==> src/rtl/multicycle_control.sv <==
// Moore control FSM for the RV32I multicycle datapath: 2-5 cycles per instruction.
// No backpressure; write strobes and illegal are gated low combinationally while reset is high.
module multicycle_control (
  input  logic        clk,
  input  logic        reset,
  input  logic [6:0]  opcode,
  input  logic [2:0]  funct3,
  input  logic        funct7b5,
  input  logic        zero,
  output logic        pcWrite,
  output logic        adrSrc,
  output logic        memWrite,
  output logic        irWrite,
  output logic        regWrite,
  output logic [1:0]  resultSrc,
  output logic [1:0]  aluSrcA,
  output logic [1:0]  aluSrcB,
  output logic [1:0]  immSrc,
  output logic [2:0]  ALUcontrol,
  output logic        illegal,
  output logic [31:0] instret
);

  localparam logic [6:0] OP_LW   = 7'b0000011;
  localparam logic [6:0] OP_SW   = 7'b0100011;
  localparam logic [6:0] OP_RTYP = 7'b0110011;
  localparam logic [6:0] OP_ITYP = 7'b0010011;
  localparam logic [6:0] OP_BEQ  = 7'b1100011;
  localparam logic [6:0] OP_JAL  = 7'b1101111;

  typedef enum logic [3:0] {
    FETCH, DECODE, MEMADR, MEMREAD, MEMWB, MEMWRITE,
    EXECUTER, EXECUTEI, ALUWB, BEQ, JAL
  } state_t;

  typedef struct packed {
    logic       pcupdate;
    logic       branch;
    logic       adrsrc;
    logic       memwrite;
    logic       irwrite;
    logic       regwrite;
    logic [1:0] resultsrc;
    logic [1:0] alusrca;
    logic [1:0] alusrcb;
    logic [1:0] aluop;
  } ctrl_t;

  state_t state;
  state_t next_state;
  ctrl_t  ctrl_q;
  logic   retire;

  // Control word for a state; registered alongside the state so outputs come straight from flops.
  function automatic ctrl_t state_ctrl(input state_t s);
    ctrl_t c;
    c = '0;
    case (s)
      FETCH: begin
        c.irwrite   = 1'b1;
        c.alusrcb   = 2'b10;
        c.resultsrc = 2'b10;
        c.pcupdate  = 1'b1;
      end
      DECODE: begin
        c.alusrca = 2'b01;
        c.alusrcb = 2'b01;
      end
      MEMADR: begin
        c.alusrca = 2'b10;
        c.alusrcb = 2'b01;
      end
      MEMREAD: begin
        c.adrsrc = 1'b1;
      end
      MEMWB: begin
        c.resultsrc = 2'b01;
        c.regwrite  = 1'b1;
      end
      MEMWRITE: begin
        c.adrsrc   = 1'b1;
        c.memwrite = 1'b1;
      end
      EXECUTER: begin
        c.alusrca = 2'b10;
        c.aluop   = 2'b10;
      end
      EXECUTEI: begin
        c.alusrca = 2'b10;
        c.alusrcb = 2'b01;
        c.aluop   = 2'b10;
      end
      ALUWB: begin
        c.regwrite = 1'b1;
      end
      BEQ: begin
        c.alusrca = 2'b10;
        c.aluop   = 2'b01;
        c.branch  = 1'b1;
      end
      JAL: begin
        c.alusrca  = 2'b01;
        c.alusrcb  = 2'b10;
        c.pcupdate = 1'b1;
      end
      default: c = '0;
    endcase
    return c;
  endfunction

  always_comb begin
    next_state = FETCH;
    case (state)
      FETCH:  next_state = DECODE;
      DECODE: begin
        case (opcode)
          OP_LW, OP_SW: next_state = MEMADR;
          OP_RTYP:      next_state = EXECUTER;
          OP_ITYP:      next_state = EXECUTEI;
          OP_BEQ:       next_state = BEQ;
          OP_JAL:       next_state = JAL;
          default:      next_state = FETCH;
        endcase
      end
      // opcode[5] separates sw from lw
      MEMADR:   next_state = opcode[5] ? MEMWRITE : MEMREAD;
      MEMREAD:  next_state = MEMWB;
      EXECUTER: next_state = ALUWB;
      EXECUTEI: next_state = ALUWB;
      JAL:      next_state = ALUWB;
      default:  next_state = FETCH;
    endcase
  end

  assign retire = (state == MEMWB) || (state == MEMWRITE) ||
                  (state == ALUWB) || (state == BEQ);

  always_ff @(posedge clk) begin
    if (reset) begin
      state   <= FETCH;
      ctrl_q  <= state_ctrl(FETCH);
      instret <= 32'd0;
    end else begin
      state  <= next_state;
      ctrl_q <= state_ctrl(next_state);
      if (retire)
        instret <= instret + 32'd1;
    end
  end

  assign pcWrite   = ~reset & (ctrl_q.pcupdate | (ctrl_q.branch & zero));
  assign irWrite   = ~reset & ctrl_q.irwrite;
  assign memWrite  = ~reset & ctrl_q.memwrite;
  assign regWrite  = ~reset & ctrl_q.regwrite;
  assign adrSrc    = ctrl_q.adrsrc;
  assign resultSrc = ctrl_q.resultsrc;
  assign aluSrcA   = ctrl_q.alusrca;
  assign aluSrcB   = ctrl_q.alusrcb;

  assign illegal = ~reset && (state == DECODE) &&
                   !(opcode == OP_LW   || opcode == OP_SW  || opcode == OP_RTYP ||
                     opcode == OP_ITYP || opcode == OP_BEQ || opcode == OP_JAL);

  always_comb begin
    case (opcode)
      OP_SW:   immSrc = 2'b01;
      OP_BEQ:  immSrc = 2'b10;
      OP_JAL:  immSrc = 2'b11;
      default: immSrc = 2'b00;
    endcase
  end

  // Subtract only for R-type with funct7b5; addi ignores instr[30].
  always_comb begin
    ALUcontrol = 3'b000;
    case (ctrl_q.aluop)
      2'b01: ALUcontrol = 3'b001;
      2'b10: begin
        case (funct3)
          3'b000:  ALUcontrol = (opcode[5] & funct7b5) ? 3'b001 : 3'b000;
          3'b010:  ALUcontrol = 3'b101;
          3'b110:  ALUcontrol = 3'b011;
          3'b111:  ALUcontrol = 3'b010;
          default: ALUcontrol = 3'b000;
        endcase
      end
      default: ALUcontrol = 3'b000;
    endcase
  end

endmodule

==> config.mk <==
export PLATFORM = sky130hd
export DESIGN_NAME = multicycle_control
export DESIGN_NICKNAME = d
export VERILOG_FILES = /design/src/rtl/multicycle_control.sv
export SDC_FILE = /design/constraint.sdc
export NUM_CORES = 1
export LEC_CHECK = 0
export ABC_AREA = 1
export CORE_UTILIZATION = 50
export CTS_CLUSTER_DIAMETER = 60
export DETAILED_ROUTE_END_ITERATION = 10
export GPL_ROUTABILITY_DRIVEN = 1
export PLACE_DENSITY = 0.8
export SETUP_SLACK_MARGIN = 0.5
export SYNTH_ARGS = -nofsm -noshare
export SYNTH_HDL_FRONTEND = slang
export SYNTH_SLANG_ARGS = --single-unit
==> constraint.sdc <==
create_clock -name clk -period 2.1 [get_ports clk]
set_clock_uncertainty 0.15 [all_clocks]
set_input_delay 0.21 -clock clk [delete_from_list [all_inputs] [get_ports clk]]
set_output_delay 0.21 -clock clk [all_outputs]
set_load 0.02 [all_outputs]
==> results of run 1 <==
[routing by layer]
| metal | GRT usage, % | part of all wire [%] | vias up |
|---|---|---|---|
| li1 | - | - | 1453 |
| met1 | 32.15 | 36 | 1528 |
| met2 | 48.75 | 51 | 220 |
| met3 | 5.622 | 7.9 | 48 |
| met4 | 7.757 | 4.5 | 0 |
| met5 | 0 | 0 | - |
[per-stage QoR]
step	util [%]	hold slack (ns)	cells
4_1_cts	71.31	0.3209	541
3_5_place_dp	65.68	0.3136	518
2_1_floorplan	-	0.2438	391
3_3_place_gp	65.68	0.3123	518
5_1_grt	82.46	0.3189	565
6_report	82.46	0.2942	565
[Yosys cell counts]
master     n  share of area, %
nand2_4    1              0.43
clkbuf_1   4              0.57
o21bai_1   1              0.28
nand3_1   30               5.7
nand2_1   82                12
buf_2      1              0.19
buf_4      6               1.7
nor2_4     6               2.6
nor3_2     3               1.1
clkbuf_8   1              0.52
nand3_4    1              0.66
inv_2      1              0.14
o211ai_1   2              0.57
buf_6      1              0.43
nor3_1    14               2.6
a211oi_1   2              0.57
xnor2_1    2              0.66
ha_1       3               1.4
inv_1     56               7.9
nand4_1    7               1.7
a21oi_1   23               4.4
o21ai_0   13               2.5
nand3b_1   1              0.28
a21oi_2    1              0.33
and3_2     1              0.28
nand3_2    1              0.38
nor2_2     2              0.47
a31oi_1    2              0.47
xor2_1     3              0.99
nor4b_1    1              0.33
nand2_2    4              0.95
nor2_1    61               8.7
nor3_4     1              0.62
nor4_1     4              0.95
dfxtp_1   49                37
[critical path: stages, from the launching register on]
cell     delay, ns
dfxtp_2       0.36
nand2_1       0.06
inv_1         0.06
nor2_4        0.17
nand2_8       0.10
buf_4         0.16
nor2_4        0.10
nand2_2       0.12
buf_4         0.16
o21ai_0       0.19
a21oi_1       0.07
[cell families after synthesis]
kind of cell	after synthesis	share of synthesized area, %
AO/OA/AOI/OAI	44	9.035
adder cells (fa/ha/maj)	3	1.419
AND/OR/NAND/NOR	220	39.31
buffers and inverters	70	11.49
XOR/XNOR	5	1.656
flip-flops	49	37.09
[registers in the layout, indices dropped and copies added, names as in the netlist]
| register | cells |
|---|---|
| adrSrc | 1 |
| aluSrcA | 2 |
| ctrl_q | 7 |
| aluSrcB | 2 |
| instret | 32 |
| resultSrc | 1 |
| state | 4 |
[area by class of cell]
class / instances / area (um^2) / area share, %
multi-input combinational: 272 / 1774 / 42.13
sequential: 49 / 1056 / 25.07
timing repair buffer: 110 / 983.4 / 23.35
inverter: 57 / 224.0 / 5.318
tap: 70 / 87.58 / 2.080
clock buffer: 7 / 86.33 / 2.050
[path summary, 6_finish.rpt]
kind	end	cells past startpoint
worst max-delay path	instret[16]$_SDFFE_PP0P_	10
worst min-delay path	instret[6]$_SDFFE_PP0P_	3
worst max register to register	instret[16]$_SDFFE_PP0P_	10
worst min register to register	instret[2]$_SDFFE_PP0P_	1
[power breakdown]
part	switching (W)	total [W]	internal [W]
Combinational	0.000112	0.000197	0.0000851
Sequential	0.00000470	0.000923	0.000918
Clock	0.000309	0.000571	0.000262
[what timing repair did]
action	4_1_cts	5_1_grt
buffers inserted	15	24
setup endpoints to repair	67	45
resized for setup	116	119
cloned	1	0
hold buffers	0	0
endpoints found under the hold margin	0	0
pin swaps	20	33
==> impl_metrics.toml, run 1 <==
[layout]
final_area_um2 = 4212
drive_gt1_share_pct = 38.18
most-common-layout-cells = "nand2_1, inv_1, buf_4"
n_antenna_cell = 0
n_fill_cell = 306
layout_commonest_cell = "nand2_1"
area_delta_synth_final_pct = 59.22
final_nets = 512

[route]
dr.pass1.iters = 7
wirelength_um = 9995
drt.antenna.violating_nets = 0
num_vias = 3249
avgViaCountPerCell = 5.750
drt_iter0_markers = 396
drc = 0
drt-wirelength-per-cell_um = 17.69

[power_and_ir_drop]
p_total_w = 0.001691
p_leak_nw = 1.987
peakVddDrop_mv = 0.2724
p_per_area_nw_per_um2 = 401.5

[worst_setup_path]
crit_fanout = 6
required_ns = 2.15
startpoint_type = "flop"
cp-end-kind = "flop"
r2r_start = "state[2]$_SDFF_PP0_"
cp-startpoint = "state[2]$_SDFF_PP0_"
path_class = "reg2reg"
arrival_ns = 1.86
ff2ff_setup_slack_ns = 0.29

[synth]
yosys_register_bits = 49
yosysSeqAreaShare_pct = 37.09
avgSynthCellArea_um2 = 6.765
syn-num-nets = 408
syn_inst = 391
yosysWarnings = 0
synth_cell_types = 35
netlist_area_um2 = 2645

[flow_run]
maxCapViolCount = 0

[clock_tree]
cts_sinks = 49
htree_levels = 2
cts.path.max_buffers = 2
cts-root-buf = "clkbuf_8"
cts_buffers = 5
clock_latency_ns = 0.31
clkTransAtPathRegs_ns = 0.09
cts_tree = "yes"

[sta]
rsz0062_at_grt = "yes"
finalSetupViolCount = 0
fin_crit_ns = 1.814
tns_ns = 0
worst_pin_slew_ns = 0.4247
drv_slew = 0
fin_crit_sh_pct = 86.38
finalHoldViolations = 0
relSlewSlack_pct = 71.56
fin_ws_ns = 0.2861
clock.fmax_mhz = 551.3

[global_route]
grt_use_total_pct = 26.96
grt_pass1_wl_um = 11700
overflow = 0
antenna_found_initial = 0
grt_max_degree = 26
grt_pass1_vias = 2623

[floorplanning]
start_util_pct = 51.79
die_w_um = 74.73
core_um2 = 5107
die_h_um = 74.73
fp-row-count = 26
die_area_um2 = 5585
pin_count = 63

[hold_path]
hold_class = "in2reg"
hp-start = "reset"

[status]
status = "completed"

[placement]
dp_slack_ns = -0.1050
dpl_cell_area_um2 = 3354
dpl.hpwl_um = 4736
io_buffers = 62
gp_congestion = 0.8306
No activity file was read; power rests on OpenSTA's default activity.
==> run 2, diff against run 1 <==
--- a/config.mk
+++ b/config.mk
@@ -6,11 +6,11 @@
 export NUM_CORES = 1
 export LEC_CHECK = 0
 export ABC_AREA = 1
-export CORE_UTILIZATION = 50
+export CORE_UTILIZATION = 45
 export CTS_CLUSTER_DIAMETER = 60
 export DETAILED_ROUTE_END_ITERATION = 10
 export GPL_ROUTABILITY_DRIVEN = 1
-export PLACE_DENSITY = 0.8
+export PLACE_DENSITY = 0.76
 export SETUP_SLACK_MARGIN = 0.5
 export SYNTH_ARGS = -nofsm -noshare
 export SYNTH_HDL_FRONTEND = slang
==> constraint.sdc (replaced) <==
create_clock -name clk -period 1.65 [get_ports clk]
set_clock_uncertainty 0.15 [all_clocks]
set_input_delay 0.165 -clock clk [delete_from_list [all_inputs] [get_ports clk]]
set_output_delay 0.165 -clock clk [all_outputs]
set_load 0.02 [all_outputs]
==> run 2 against run 1 <==
  * The flow now finishes with violations (negative setup slack)
  * Clock power up 40%
  * Utilization is 2.1 points higher
  * Die area up 11%
  * Final cell count grew 4.2%
  * Worst hold slack got worse by 0.12 ns
  * Critical endpoint is now instret[12]$_SDFFE_PP0P_
  * Fmax is 0.35% higher
  * Largest cell class unchanged
  * Global-route usage up 1.5 points
  * Non-clock buffer count rose by 21
  * Via count increased by 4.2%
  * Critical path type unchanged
  * Register-to-register slack lost 0.44 ns
==> impl_metrics.toml, run 2 (synthesis gave the netlist of run 1 again) <==
[status]
status = "complete, but fails checks"
violations = "negative setup slack"

[clock_tree]
htree_levels = 2
cts_tree = "yes"
cts_sinks = 49
cts_buffers = 5
cts-root-buf = "clkbuf_8"
clock_latency_ns = 0.31
cts.path.max_buffers = 2
clkTransAtPathRegs_ns = 0.09

[power_and_ir_drop]
p_int_w = 0.001673
pwr-share-seq_pct = 51.1
peakVddDrop_mv = 0.3870
net-switching-power_w = 0.0005985
switching_share_pct = 26.35
p_per_area_nw_per_um2 = 481.8
p_total_w = 0.002271
clockPowerShare_pct = 35.2
p_comb_share_pct = 13.7
p_leak_nw = 2.039

[worst_setup_path]
arrival_ns = 1.87
crit_fanout = 7
required_ns = 1.71
cp-end-kind = "flop"
path_class = "reg2reg"
startpoint_type = "flop"

[layout]
layout.cells.non_filler = 589
layout_commonest_cell = "buf_6"
most-common-layout-cells = "buf_6, nand2_1, buf_4"
largest_registers = "instret (32), ctrl_q (7), state (4)"
n_antenna_cell = 0
area_delta_synth_final_pct = 78.24
largest_reg_flops = 32
final_nets = 533
n_fill_cell = 288
regMostFlops = "instret"
final_util_pct = 84.58
drive_gt1_share_pct = 62.48

[route]
drt_iter0_markers = 267
wirelength_um = 11070
avgViaCountPerCell = 5.750
drc = 0
num_vias = 3387
drt-wirelength-per-cell_um = 18.80
drt.antenna.violating_nets = 0
dr.pass1.iters = 5

[floorplanning]
start_util_pct = 47.45
core_um2 = 5574
die_h_um = 78.67
die_area_um2 = 6188
fp-row-count = 27
die_w_um = 78.67
pin_count = 63

[hold_path]
hold_class = "in2reg"

[sta]
fin_ws_ns = -0.1575
hold_ws_ns = 0.1759
drv_slew = 0
tns_ns = -2.237
finalHoldViolations = 0
clock.fmax_mhz = 553.2
relSlewSlack_pct = 70.64
worst_pin_slew_ns = 0.4364
finalSetupViolCount = 35
rsz0062_at_grt = "yes"
fin_crit_ns = 1.808
fin_crit_sh_pct = 109.5

[global_route]
grt_max_degree = 26
grt_use_total_pct = 28.48
overflow = 0
grt_pass1_vias = 3017
antenna_found_initial = 0
grt_pass1_wl_um = 13650

[placement]
gp_congestion = 0.8462
io_buffers = 62
dpl.hpwl_um = 5513
dp.cells = 552

[flow_run]
maxCapViolCount = 0
[run 2: cell types whose count changed in the layout (fill, tap and decap cells not counted), sizes merged, moves of 2 or more]
cell | before | now
dlygate4sd2 | 43 | 0
dlymetal6s2s | 5 | 0
clkinv | 0 | 2
clkdlybuf4s50 | 7 | 5
buf | 53 | 125
[run 2: repair_timing]
item | in CTS | in global routing
resized for setup | 384 | 81
hold buffers | 0 | 0
cloned | 0 | 0
setup endpoints to repair | 96 | 84
setup buffers | 11 | 18
pin swaps | 26 | 36
[run 2: layer usage]
| metal | vias up | share of wire [%] | track usage, % |
|---|---|---|---|
| li1 | 1511 | - | - |
| met1 | 1592 | 35 | 32.11 |
| met2 | 223 | 51 | 51.57 |
| met3 | 61 | 8.2 | 5.116 |
| met4 | 0 | 5.4 | 12.96 |
| met5 | - | 0 | 0 |
[run 2: cell type report]
class	count	area, um^2	area share [%]
clock buffer	7	96.34	2.044
clock inverter	1	5.005	0.1062
inverter	57	234.0	4.963
multi-input combinational	272	1999	42.41
sequential	49	1096	23.25
tap	72	90.09	1.911
timing repair buffer	131	1194	25.32
[run 2: stage by stage]
step	instance area, um^2	worst slack, ns
final	4715	-0.1575
after detailed placement	3867	-0.4341
after floorplan	2953	0.1590
after CTS	4295	-0.07479
after global placement	3867	-0.4146
after global routing	4715	-0.2657
[run 2: worst paths after layout]
path	start	cells past startpoint	endpoint	slack, ns
worst max-delay path	state[3]$_SDFF_PP0_	10	instret[12]$_SDFFE_PP0P_	-0.16
worst min-delay path	reset	4	aluSrcA[0]$_SDFF_PP0_	0.18
worst max register to register	state[3]$_SDFF_PP0_	10	instret[12]$_SDFFE_PP0P_	-0.16
worst min register to register	instret[31]$_SDFFE_PP0P_	2	instret[31]$_SDFFE_PP0P_	0.36
[run 2: power groups by stage]
stage	logic (W)	clock network [W]	registers [W]
finish	0.000310	0.000800	0.00116
global route	0.000322	0.000840	0.00116
CTS	0.000250	0.000791	0.00116
detailed placement	0.000215	0	0.00119
global placement	0.000212	0	0.00119
floorplan	0.000110	0	0.00119
[run 2: critical path, cell delays in order, from the launching register on]
cell and delay, ns:
dfxtp_2 0.37, nor2_4 0.05, buf_6 0.12, nor2_4 0.17, nand2_8 0.13, clkinv_8 0.09
nand3_4 0.11, buf_4 0.17, buf_4 0.13, o21ai_1 0.14, a21oi_1 0.05
